==> config.mk <==
export PLATFORM = sky130hd
export DESIGN_NAME = driver
export DESIGN_NICKNAME = d
export VERILOG_FILES = /design/src/rtl/driver.sv
export SDC_FILE = /design/constraint.sdc
export NUM_CORES = 1
export LEC_CHECK = 0
export CAP_MARGIN = 20
export CORE_UTILIZATION = 50
export DETAILED_ROUTE_END_ITERATION = 8
export DONT_BUFFER_PORTS = 1
export HOLD_SLACK_MARGIN = 0.02
export SLEW_MARGIN = 40
export SYNTH_ARGS = -nofsm -noshare
export SYNTH_HDL_FRONTEND = slang
export SYNTH_SLANG_ARGS = --single-unit
==> constraint.sdc <==
create_clock -name clk -period 2.05 [get_ports clk]
set_input_delay 0.1025 -clock clk [delete_from_list [all_inputs] [get_ports clk]]
set_output_delay 0.1025 -clock clk [all_outputs]
set_load 0.03 [all_outputs]
==> src/rtl/driver.sv <==
// driver: streams a program image MSB-first to a processor under cs framing,
// then waits for its load-complete flag and switches it to run mode.
module driver #(
  parameter int PROG_BYTES = 16,
  parameter int CLK_DIV = 2,
  parameter logic [PROG_BYTES*8-1:0] PROG = 128'hF0E1D2C3B4A5968778695A4B3C2D1E0F,
  parameter logic [1:0] MODE_IDLE = 2'b00,
  parameter logic [1:0] MODE_LOAD = 2'b01,
  parameter logic [1:0] MODE_RUN = 2'b10
) (
  input  logic       clk,
  input  logic       rst_n,
  input  logic       drive,
  input  logic       cs,
  input  logic       done_in,
  output logic [1:0] mode_out,
  output logic       mosi_out,
  output logic       done_out
);
  localparam int BW = PROG_BYTES > 1 ? $clog2(PROG_BYTES) : 1;
  localparam int DW = CLK_DIV > 1 ? $clog2(CLK_DIV) : 1;
  typedef enum logic [2:0] {IDLE, WAIT_CS, SHIFT, WAIT_DONE, FINISH} state_t;
  state_t state_q, state_d;
  logic [BW-1:0] byte_q, byte_d, byte_nxt;
  logic [2:0] bit_q, bit_d;
  logic [DW-1:0] div_q, div_d;
  logic [1:0] mode_q, mode_d;
  logic mosi_q, mosi_d, done_q, done_d;
  logic [7:0] cur, nxt;
  always_comb begin
    byte_nxt = byte_q + 1'b1;
    cur = PROG[{byte_q, 3'b000} +: 8];
    nxt = PROG[{byte_nxt, 3'b000} +: 8];
    state_d = state_q;
    byte_d = byte_q;
    bit_d = bit_q;
    div_d = div_q;
    mode_d = mode_q;
    mosi_d = mosi_q;
    done_d = done_q;
    case (state_q)
      IDLE: if (drive) begin
        state_d = WAIT_CS;
        mode_d = MODE_LOAD;
      end
      WAIT_CS: if (!cs) begin
        state_d = SHIFT;
        bit_d = 3'd0;
        div_d = '0;
        mosi_d = cur[7];
      end
      SHIFT: if (cs) begin
        // interrupted byte restarts from its MSB; byte index is kept
        state_d = WAIT_CS;
        bit_d = 3'd0;
        div_d = '0;
        mosi_d = 1'b0;
      end else if (div_q != DW'(CLK_DIV - 1)) begin
        div_d = div_q + 1'b1;
      end else begin
        div_d = '0;
        bit_d = bit_q + 3'd1;
        if (bit_q != 3'd7) begin
          mosi_d = cur[3'd6 - bit_q];
        end else if (byte_q == BW'(PROG_BYTES - 1)) begin
          state_d = WAIT_DONE;
          mosi_d = 1'b0;
        end else begin
          byte_d = byte_nxt;
          mosi_d = nxt[7];
        end
      end
      WAIT_DONE: if (done_in) begin
        state_d = FINISH;
        mode_d = MODE_RUN;
        done_d = 1'b1;
      end
      default: ;
    endcase
  end
  always_ff @(posedge clk or negedge rst_n) begin
    if (!rst_n) begin
      state_q <= IDLE;
      byte_q <= '0;
      bit_q <= 3'd0;
      div_q <= '0;
      mode_q <= MODE_IDLE;
      mosi_q <= 1'b0;
      done_q <= 1'b0;
    end else begin
      state_q <= state_d;
      byte_q <= byte_d;
      bit_q <= bit_d;
      div_q <= div_d;
      mode_q <= mode_d;
      mosi_q <= mosi_d;
      done_q <= done_d;
    end
  end
  assign mode_out = mode_q;
  assign mosi_out = mosi_q;
  assign done_out = done_q;
endmodule

==> metrics.md, run 1 <==
| Metric | Value |
|---|---|
| Most common cell after layout, fill and taps aside | `dfrtp_1` |
| Core footprint | `roughly 1700 sq um` |
| Most frequent cells in the layout | `14 x dfrtp_1, 10 x nor2_1, 7 x inv_1` |
| Layout cell share with drive strength beyond 1 | `between 10% and 20%` |
| CP Cell Sequence | `ha_1 -> ha_2 -> nor3b_1 -> or4b_1 -> o211a_1 -> o21ai_1` |
| Vias per cell | `roughly 5.5` |
| Vias in the first global route | `around 700` |
| Initial Util | `a little over half` |
| Mapped Nets | `approximately 100` |
| Layout Skew | `around 0.55 ps` |
| Setup TNS | `0 ps` |
| WS Path Type | `reg -> reg` |
| Power density cells | `941 nW/um^2` |
| Avg WL per Cell | `approximately 14 um` |
| Status | `complete, no violations` |
| Hold path endpoint | `mode_out[0]$_DFFE_PN0P_` |
| Mean Syn Cell Area | `around 9.8 sq um` |
| Final setup fails | `0` |
| Row cnt | `15` |
| R2R setup slack | `140 ps` |
| YS warnings | `0` |
| Die Span Y | `44.7 um` |
| R2R depth | `6` |
| WP data required | `approximately 2300 ps` |
| CTS H-Tree Depth | `1` |
| Die X | `roughly 45 um` |
| CTS tree | `yes` |
| Detailed Routing Iterations Pass 1 | `4` |
| Largest net degree at the start of global routing | `16` |
| RSZ-0062 raised after global routing | `no` |
| Final min period | `between 1500 and 2000 ps` |
| Fin crit share | `roughly 93%` |
| Max-capacitance violation count | `0` |
| Seq/Total Area, Yosys | `around 40%` |
| LEAKAGE | `between 0.4 and 0.5 nW` |
| Buffers on Ports | `0` |
| Worst-margin pin slew | `between 700 and 800 ps` |
| Multi-input logic area | `~490 sq um` |
| Detailed Route Iter0 Violations | `18` |
| Crit. End Element | `register` |
| CTS buffer count | `3` |
| Hold Crit Start | `drive` |
| Initial antenna violation count | `0` |
| Hold path depth | `2` |
| I/O pins | `9` |
| Die footprint | `2000 sq um` |
| Placed insts | `between 100 and 150` |
| Post-Syn Area | `roughly 910 sq um` |
| First-pass GRT wire length | `approximately 3100 um` |
| Area grow syn2layout | `6.58%` |
| Worst path max stage delay | `490 ps` |
| Clk_lat worst skew | `280 ps` |
| Vias | `between 600 and 700` |
| Nets@finish | `107` |
| Hpwl dp | `roughly 1200 um` |
| Worst reg2reg path endpoint | `mosi_out$_DFFE_PN0P_` |
| Critical Path Source Type | `register` |
| Fmax | `around 0.52 GHz` |
| Maximum vdd ir drop | `around 0.00058 V` |
| Critical Path AT | `approximately 2100 ps` |
| Final ANT Viol Nets | `0` |
| Final Hold Viols | `0` |
| Congestion Overflow GR | `0` |
| Register area | `roughly 380 sq um` |
| Synth Instances | `just over 90` |
| Fillers | `about 150` |
| Flops & latches, synth | `15` |
| Crit-path slowest cell | `or4b_1` |
| Routed WL | `around 1700 um` |
| DR DRC count | `0` |
| Rel. slew slack | `a little over half` |
| Layout Utilization | `a little under three fifths` |
| Post-route insts no fill | `about 120` |
| GPL Wtd Cong | `between 0.7 and 0.8` |
| Worst Hold Class | `in -> reg` |
| Synth cell types | `37` |
| Final Max Slew Viols | `0` |
| CTS Root Cell | `clkbuf_4` |
| Clock sink count | `15` |
| Inserted Diodes | `0` |
| Worst-path clk slew | `90 ps` |
| Longest Clk Path Bufs | `2` |
| Crit Reg-Reg Startpoint | `bit_q[0]$_DFFE_PN0P_` |
| Total GRT Usage | `roughly 21%` |
| CP Max Fanout | `5` |
[cell usage after synthesis]
cell / count / area (sq um)
nor3_1: 3 / 15.0
o21ai_0: 4 / 20.0
mux2_1: 1 / 11.3
or2_2: 1 / 6.26
nor3b_1: 1 / 7.51
nor2_1: 10 / 37.5
xor2_1: 3 / 26.3
and2_2: 1 / 7.51
a21oi_1: 4 / 20.0
or4b_1: 1 / 10.0
mux2_2: 1 / 11.3
nor4b_1: 1 / 8.76
buf_6: 1 / 11.3
nand2b_1: 3 / 18.8
o22ai_1: 3 / 18.8
dfrtp_1: 15 / 375
inv_1: 7 / 26.3
nand3_1: 2 / 10.0
nand2_1: 4 / 15.0
a211oi_1: 1 / 7.51
o21ai_1: 1 / 5.00
nand4_1: 1 / 6.26
nand4_2: 1 / 12.5
o21bai_1: 1 / 7.51
mux2i_1: 2 / 20.0
ha_1: 5 / 62.6
a22o_1: 1 / 8.76
a22o_2: 1 / 10.0
a311oi_1: 2 / 17.5
nor4b_4: 1 / 23.8
a21boi_0: 1 / 7.51
a22oi_1: 1 / 7.51
a21o_1: 2 / 15.0
buf_2: 2 / 10.0
o211a_1: 1 / 10.0
a31oi_1: 1 / 6.26
xnor2_1: 2 / 17.5
[routing by layer]
metal	routed length, um	vias to the layer above	part of all wire (%)	track usage (%)
met4	29	0	1.7	10.9
met1	950	315	55	31.6
met3	29	4	1.7	2.40
met2	719	8	42	30.9
met5	0	-	0	0
li1	-	341	-	-
[layout make-up]
type,instances,area share (%)
multi-input cells,68,50.6
flip-flops and latches,15,38.7
well taps,25,3.22
clock buffers,4,2.70
inverters,7,2.70
repair buffers,2,2.06
[critical path: cells and delay by family, from the launching register on]
kind,cells,cell delay (ps)
simple gates,2,640
fa+ha+maj,2,510
flops,1,450
compound gates,2,240
[report_power, final]
group          leakage (nW)  total, mW  switching [mW]  internal [mW]
Clock                0.0150      0.171          0.0954         0.0755
Combinational         0.218      0.227           0.111          0.116
Sequential            0.189      0.517           0.158          0.359
[sequential cells by signal, indices dropped and copies added (netlist names)]
register and cells:
byte_q 4, div_q 1, mode_out 2, bit_q 3, done_out 1, mosi_out 1
state_q 3
[through the flow]
stage	setup slack (ps)	cell area (sq um)	total power [mW]	hold slack, ps
2_1_floorplan	180	912	0.702	-193
6_report	136	972	0.915	33.6
5_1_grt	41.5	972	0.985	31.2
3_3_place_gp	130	922	0.727	-193
4_1_cts	70.8	968	0.919	38.8
3_5_place_dp	91.9	922	0.737	-193
[worst max-delay path by stage]
stage | startpoint | endpoint | depth (start not counted)
6_report | bit_q[0]$_DFFE_PN0P_ | mosi_out$_DFFE_PN0P_ | 6
5_1_grt | bit_q[0]$_DFFE_PN0P_ | mosi_out$_DFFE_PN0P_ | 6
4_1_cts | bit_q[0]$_DFFE_PN0P_ | mosi_out$_DFFE_PN0P_ | 6
3_5_place_dp | bit_q[0]$_DFFE_PN0P_ | mosi_out$_DFFE_PN0P_ | 6
3_3_place_gp | bit_q[0]$_DFFE_PN0P_ | mosi_out$_DFFE_PN0P_ | 6
2_1_floorplan | bit_q[0]$_DFFE_PN0P_ | mosi_out$_DFFE_PN0P_ | 6
[repair_timing]
action	4_1_cts	5_1_grt
buffers inserted	0	0
endpoints found under the hold margin	16	0
resized for setup	0	2
hold buffers	2	0
setup endpoints to repair	0	1
[cell families (layout without fill, tap and decap cells)]
| group | count (synthesis) | after routing | share of synthesized area [%] |
|---|---|---|---|
| compound gates | 24 | 24 | 17.7 |
| mux | 4 | 4 | 4.66 |
| fa+ha+maj | 5 | 5 | 6.86 |
| buf+inv | 10 | 13 | 5.21 |
| simple gates | 30 | 30 | 19.6 |
| flops | 15 | 15 | 41.2 |
| xor+xnor | 5 | 5 | 4.80 |
No activity file was read; power rests on OpenSTA's default activity.
==> run 2, diff against run 1 <==
--- a/config.mk
+++ b/config.mk
@@ -6,10 +6,13 @@
 export NUM_CORES = 1
 export LEC_CHECK = 0
 export CAP_MARGIN = 20
-export CORE_UTILIZATION = 50
+export CELL_PAD_IN_SITES_DETAIL_PLACEMENT = 1
+export CELL_PAD_IN_SITES_GLOBAL_PLACEMENT = 2
+export CORE_UTILIZATION = 38
 export DETAILED_ROUTE_END_ITERATION = 8
 export DONT_BUFFER_PORTS = 1
 export HOLD_SLACK_MARGIN = 0.02
+export PLACE_DENSITY_LB_ADDON = 0.1
 export SLEW_MARGIN = 40
 export SYNTH_ARGS = -nofsm -noshare
 export SYNTH_HDL_FRONTEND = slang
==> run 2 against run 1 <==
  * Critical path type unchanged
  * Register-to-register slack hardly changed
  * Clock power hardly changed
  * Global-route usage decreased by 3.1 points
  * Largest cell class unchanged
  * Sequential share of layout area shrank 1.1 points
  * Utilization is 12 points lower
  * Largest power group unchanged
  * Design area grew 2.7%
  * Count of clock-buffer cells in the layout shrank 1
  * Die area rose by 30%
==> metrics.md, run 2 (synthesis results as in run 1) <==
| Metric | Value |
|---|---|
| Register area | `375 sq um (-0.33%)` |
| Fin crit share | `93.7% (+0.36 points)` |
| LEAKAGE | `0.439 nW (+4.2%)` |
| CP Max Fanout | `5 (unchanged)` |
| Most common cell after layout, fill and taps aside | `dfrtp_1` |
| Vias | `699 (+4.6%)` |
| Total GRT Usage | `18.3% (-3.1 points)` |
| Detailed Routing Iterations Pass 1 | `4 (unchanged)` |
| Rel. slew slack | `70.1% (+18 points)` |
| Layout cell share with drive strength beyond 1 | `13.1% (+1.7 points)` |
| CTS H-Tree Depth | `1 (unchanged)` |
| CTS Root Cell | `clkbuf_4` |
| Power Total | `0.937 mW (+2.4%)` |
| Fmax | `0.521 GHz (-0.38%)` |
| Critical Path Source Type | `register` |
| GR Util met2 | `27.9% (-3.0 points)` |
| Core footprint | `2230 sq um (+29%)` |
| Worst Hold Class | `in -> reg` |
| Multi-input logic area | `492 sq um (unchanged)` |
| CP Cell Sequence | `ha_1 -> ha_2 -> nor3b_1 -> or4b_1 -> o211a_1 -> o21ai_1` |
| WP data required | `2270 ps (about the same)` |
| Post-route insts no fill | `127 (+5.0%)` |
| Crit. End Element | `register` |
| Layout Skew | `7.68 ps (+7.14 ps)` |
| Final ANT Viol Nets | `0 (unchanged)` |
| Largest Register | `byte_q` |
| Crit-path slowest cell | `or4b_1` |
| Largest net degree at the start of global routing | `16 (unchanged)` |
| Row cnt | `17 (+2)` |
| Routed WL | `1920 um (+11%)` |
| Final min period | `1920 ps (+7.30 ps)` |
| First-pass GRT wire length | `3360 um (+9.4%)` |
| Top Registers | `byte_q (4), bit_q (3), state_q (3)` |
| Gr busiest metal | `met2` |
| Clk_lat worst skew | `290 ps (about the same)` |
| Status | `complete, no violations` |
| Placed insts | `119 (+3.5%)` |
| GPL Wtd Cong | `0.826 (+4.2%)` |
| DR DRC count | `0 (unchanged)` |
| Initial Util | `40.8% (-12 points)` |
| Pre-CTS setup slack | `77.8 ps (-14.2 ps)` |
| Maximum vdd ir drop | `0.000442 V (-23%)` |
| Power density cells | `938 nW/um^2 (-0.25%)` |
| Congestion Overflow GR | `0 (unchanged)` |
| Nets@finish | `110 (+2.8%)` |
| Clock sink count | `15 (unchanged)` |
| Detailed Route Iter0 Violations | `10 (-8)` |
| Met1 GRT Util | `23.7% (-7.9 points)` |
| Setup TNS | `0 ps (unchanged)` |
| Most frequent cells in the layout | `15 x dfrtp_1, 10 x nor2_1, 7 x inv_1` |
| Die X | `51.0 um (+14%)` |
| Initial antenna violation count | `0 (unchanged)` |
| Max FFs per register | `4 (unchanged)` |
| CTS buffer count | `3 (unchanged)` |
| Worst-path clk slew | `100 ps (about the same)` |
| CTS tree | `yes` |
| Final Hold Viols | `0 (unchanged)` |
| Vias per cell | `5.50 (-0.30%)` |
| CP delay by family, top | `simple AND/OR/NAND/NOR gates` |
| Critical Path AT | `2140 ps (about the same)` |
| I/O pins | `9 (unchanged)` |
| Fillers | `255 (+66%)` |
| Max-capacitance violation count | `0 (unchanged)` |
| Final setup fails | `0 (unchanged)` |
| Buffers on Ports | `0 (unchanged)` |
| GRT met3 Usage | `3.57% (+1.2 points)` |
| Inserted Diodes | `0 (unchanged)` |
| Worst path max stage delay | `500 ps (about the same)` |
| Hpwl dp | `1410 um (+17%)` |
| RSZ-0062 raised after global routing | `no` |
| Final Max Slew Viols | `0 (unchanged)` |
| Worst-margin pin slew | `449 ps (-264 ps)` |
| WS Path Type | `reg -> reg` |
| Longest Clk Path Bufs | `2 (unchanged)` |
| Setup WS post-layout | `129 ps (-7.30 ps)` |
| Buffers and inverters on the worst path | `0 (unchanged)` |
| Area grow syn2layout | `9.47%` |
| Avg WL per Cell | `15.1 um (+5.8%)` |
| Vias in the first global route | `721 (+4.8%)` |
| Die Span Y | `51.0 um (+14%)` |
| Die footprint | `2600 sq um (+30%)` |
## run 2: report_power, final
group / switching (mW) / total [mW] / internal (mW) / leakage, nW
registers: 0.156 / 0.513 / 0.357 / 0.190
logic: 0.122 / 0.249 / 0.127 / 0.231
clock network: 0.102 / 0.174 / 0.0727 / 0.0177
total: 0.380 / 0.937 / 0.557 / 0.439
## run 2: layer usage
metal,share of wire (%),vias to the layer above
met4,2.3,0
met5,0,-
met3,3.4,5
met2,45,10
met1,50,336
li1,-,348
## run 2: final cells by class
cell class	instances	share of cell area, %
clock buffer	3	2.26
timing repair buffer	5	4.26
clock inverter	1	0.501
multi-input combinational	68	49.2
inverter	7	2.63
sequential	15	37.6
tap	28	3.51
## run 2: worst register-to-register path, delay by kind of cell, from the launching register on
kind | cells | cell delay, ps
AND/OR/NAND/NOR | 2 | 650
AO/OA/AOI/OAI | 2 | 300
adder cells (fa/ha/maj) | 2 | 500
flip-flops | 1 | 390
## run 2: timing repair
item / in CTS / in global routing
hold buffers: 3 / 1
buffers inserted: 0 / 0
endpoints found under the setup margin: 0 / 1
gates resized for setup: 0 / 1
hold endpoints to repair: 18 / 15
## run 2: worst paths after layout
kind	startpoint	endpoint	slack [ps]	depth (start not counted)
worst min-delay path	done_in	state_q[1]$_DFFE_PN0P_	50	3
min in group asynchronous	rst_n	state_q[1]$_DFFE_PN0P_	240	2
max in group asynchronous	rst_n	mode_out[1]$_DFFE_PN0P_	1530	2
worst max-delay path	bit_q[0]$_DFFE_PN0P_	mosi_out$_DFFE_PN0P_	130	6
worst max register to register	bit_q[0]$_DFFE_PN0P_	mosi_out$_DFFE_PN0P_	130	6
worst min register to register	bit_q[1]$_DFFE_PN0P_	bit_q[1]$_DFFE_PN0P_	530	1
## run 2: metrics by stage
| step | instance area, sq um | hold slack [ps] | util (%) |
|---|---|---|---|
| 6_report | 998 | 53.6 | 44.7 |
| 5_1_grt | 998 | 80.0 | 44.7 |
| 4_1_cts | 991 | 42.9 | 44.4 |
| 3_5_place_dp | 933 | -193 | 41.8 |
| 3_3_place_gp | 933 | -193 | 41.8 |
| 2_1_floorplan | 912 | -193 | - |
==> run 3, diff against run 2 <==
--- a/config.mk
+++ b/config.mk
@@ -5,12 +5,12 @@
 export SDC_FILE = /design/constraint.sdc
 export NUM_CORES = 1
 export LEC_CHECK = 0
+export BUFFER_PORTS_ARGS = -buffer_cell sky130_fd_sc_hd__buf_2
 export CAP_MARGIN = 20
-export CELL_PAD_IN_SITES_DETAIL_PLACEMENT = 1
-export CELL_PAD_IN_SITES_GLOBAL_PLACEMENT = 2
-export CORE_UTILIZATION = 38
+export CELL_PAD_IN_SITES_DETAIL_PLACEMENT = 0
+export CELL_PAD_IN_SITES_GLOBAL_PLACEMENT = 1
+export CORE_UTILIZATION = 44
 export DETAILED_ROUTE_END_ITERATION = 8
-export DONT_BUFFER_PORTS = 1
 export HOLD_SLACK_MARGIN = 0.02
 export PLACE_DENSITY_LB_ADDON = 0.1
 export SLEW_MARGIN = 40
==> run 3 against run 2 <==
  * Fmax down 0.30%
  * Count of clock-buffer cells in the layout unchanged
  * Design area up 1.1%
  * Cell count up 3.1%
  * Setup slack worse by 5.9 ps
  * First-iteration DRC count up 10%
  * Clock skew up 1.2 ps
  * Clock power up 2%
  * Global-route usage up 1.3 points
  * Register-to-register slack about the same
  * Sequential power down 8.0%
  * Combinational power up 23%
==> metrics.md, run 3 (synthesis results as in run 1) <==
| Metric | Value |
|---|---|
| Vias | `685 (-2.0%)` |
| Final Hold Viols | `0 (unchanged)` |
| Largest net degree at the start of global routing | `16 (unchanged)` |
| Final ANT Viol Nets | `0 (unchanged)` |
| Worst-margin pin slew | `429 ps (-19.9 ps)` |
| Most frequent cells in the layout | `15 x dfrtp_1, 10 x nor2_1, 8 x buf_2, 7 x inv_1, 5 x ha_1` |
| Avg WL per Cell | `13.3 um (-12%)` |
| Total GRT Usage | `19.6% (+1.3 points)` |
| RSZ-0062 raised after global routing | `no` |
| Max-capacitance violation count | `0 (unchanged)` |
| CTS Root Cell | `clkbuf_4` |
| Row cnt | `16 (-1)` |
| CTS H-Tree Depth | `1 (unchanged)` |
| Setup TNS | `0 ps (unchanged)` |
| GPL Wtd Cong | `0.740 (-10%)` |
| Die footprint | `2260 sq um (-13%)` |
| Setup repair bufs after CTS | `0 (unchanged)` |
| CP Max Fanout | `5 (unchanged)` |
| Worst-path clk slew | `100 ps (about the same)` |
| Hold Crit Start | `done_in` |
| Status | `complete, no violations` |
| Initial Util | `46.5% (+5.7 points)` |
| Crit Reg-Reg Startpoint | `bit_q[0]$_DFFE_PN0P_` |
| Layout cell share with drive strength beyond 1 | `18.3% (+5.1 points)` |
| Layout Utilization | `51.5% (+6.8 points)` |
| Hpwl dp | `1260 um (-10%)` |
| Core footprint | `1960 sq um (-12%)` |
| First-pass GRT wire length | `2930 um (-13%)` |
| Detailed Routing Iterations Pass 1 | `4 (unchanged)` |
| WHS | `94.0 ps (+40.4 ps)` |
| Post-route insts no fill | `131 (+3.1%)` |
| Final min period | `1930 ps (+5.86 ps)` |
| DR DRC count | `0 (unchanged)` |
| Initial antenna violation count | `0 (unchanged)` |
| Vias per cell | `5.23 (-5.0%)` |
| Layout Skew | `8.85 ps (+1.17 ps)` |
| LEAKAGE | `0.463 nW (+5.4%)` |
| Power density cells | `946 nW/um^2 (+0.85%)` |
| Most common cell after layout, fill and taps aside | `dfrtp_1` |
| Crit. End Element | `register` |
| Critical Path Source Type | `register` |
| Fmax | `0.519 GHz (-0.30%)` |
| Largest Register | `byte_q` |
| Final Max Slew Viols | `0 (unchanged)` |
| CTS tree | `yes` |
| Die X | `47.5 um (-6.8%)` |
| Final setup fails | `0 (unchanged)` |
| I/O pins | `9 (unchanged)` |
| Area grow syn2layout | `10.7%` |
| Congestion Overflow GR | `0 (unchanged)` |
| R2R setup slack | `120 ps (about the same)` |
| Clock sink count | `15 (unchanged)` |
| Buffers on Ports | `8 (+8)` |
| Die Span Y | `47.5 um (-6.8%)` |
| Routed WL | `1740 um (-9.2%)` |
| CTS buffer count | `3 (unchanged)` |
| Placed insts | `126 (+5.9%)` |
| Rel. slew slack | `71.4% (+1.3 points)` |
| Vias in the first global route | `610 (-15%)` |
| Top Registers | `byte_q (4), bit_q (3), state_q (3)` |
| CTS resizes | `0 (unchanged)` |
| Nets@finish | `115 (+4.5%)` |
| Longest Clk Path Bufs | `2 (unchanged)` |
| Detailed Route Iter0 Violations | `11 (+1)` |
| Setup crit start | `bit_q[0]$_DFFE_PN0P_` |
| Critical Path AT | `2160 ps (+20 ps)` |
| Worst Hold Class | `in -> reg` |
| Fin crit share | `94.0% (+0.29 points)` |
| Inserted Diodes | `0 (unchanged)` |
| Maximum vdd ir drop | `0.000548 V (+24%)` |
| WP data required | `2280 ps (about the same)` |
| Max FFs per register | `4 (unchanged)` |
| WS Path Type | `reg -> reg` |
| Clk_lat worst skew | `300 ps (about the same)` |
[run 3: cell types whose count changed in the layout (fill, tap and decap cells not counted)]
cell / before / now
buf_2: 1 / 8
dlygate4sd3_1: 3 / 1
ha_1: 4 / 5
ha_2: 1 / 0
[run 3: power by group]
group          internal (mW)  total, mW  leakage, nW  switching, mW
sequential             0.358      0.472        0.190          0.114
clock                 0.0727      0.178       0.0177          0.105
combinational          0.138      0.306        0.255          0.167
total                  0.569      0.956        0.463          0.387
[run 3: path summary, 6_finish.rpt]
kind,cells past startpoint,end
max in group asynchronous,2,mode_out[0]$_DFFE_PN0P_
max reg2reg,6,mosi_out$_DFFE_PN0P_
min reg2reg,1,done_out$_DFFE_PN0P_
min in group asynchronous,2,state_q[0]$_DFFE_PN0P_
min,3,state_q[2]$_DFFE_PN0P_
max,6,mosi_out$_DFFE_PN0P_
[run 3: through the flow]
stage / setup WS, ps / power [mW] / area (sq um)
finish: 123 / 0.956 / 1010
global route: 23.9 / 1.03 / 1010
CTS: 110 / 0.966 / 1010
detailed placement: 131 / 0.780 / 972
global placement: 192 / 0.775 / 972
floorplan: 180 / 0.702 / 912
[run 3: critical path: stages, from the launching register on]
cell and delay [ps]:
dfrtp_1 390, ha_1 210, ha_1 340, nor3b_1 160, or4b_1 500, o211a_1 140, o21ai_1 110
[run 3: what timing repair did]
item	CTS	global route
hold buffers	1	0
hold endpoints to repair	15	0
setup endpoints to repair	0	0
[run 3: final cells by class]
cell class                      instances  area, sq um
Fill cell                             200          952
Multi-Input combinational cell         68          489
Sequential cell                        15          375
Timing Repair Buffer                   10         57.6
Tap cell                               27         33.8
Inverter                                7         26.3
Clock buffer                            3         22.5
Clock inverter                          1         5.00
[run 3: per-layer routing]
metal	global-route usage, %	part of all wire (%)
met1	28.5	54
met2	26.0	40
met3	3.40	2.4
met4	13.3	3.4
met5	0	0
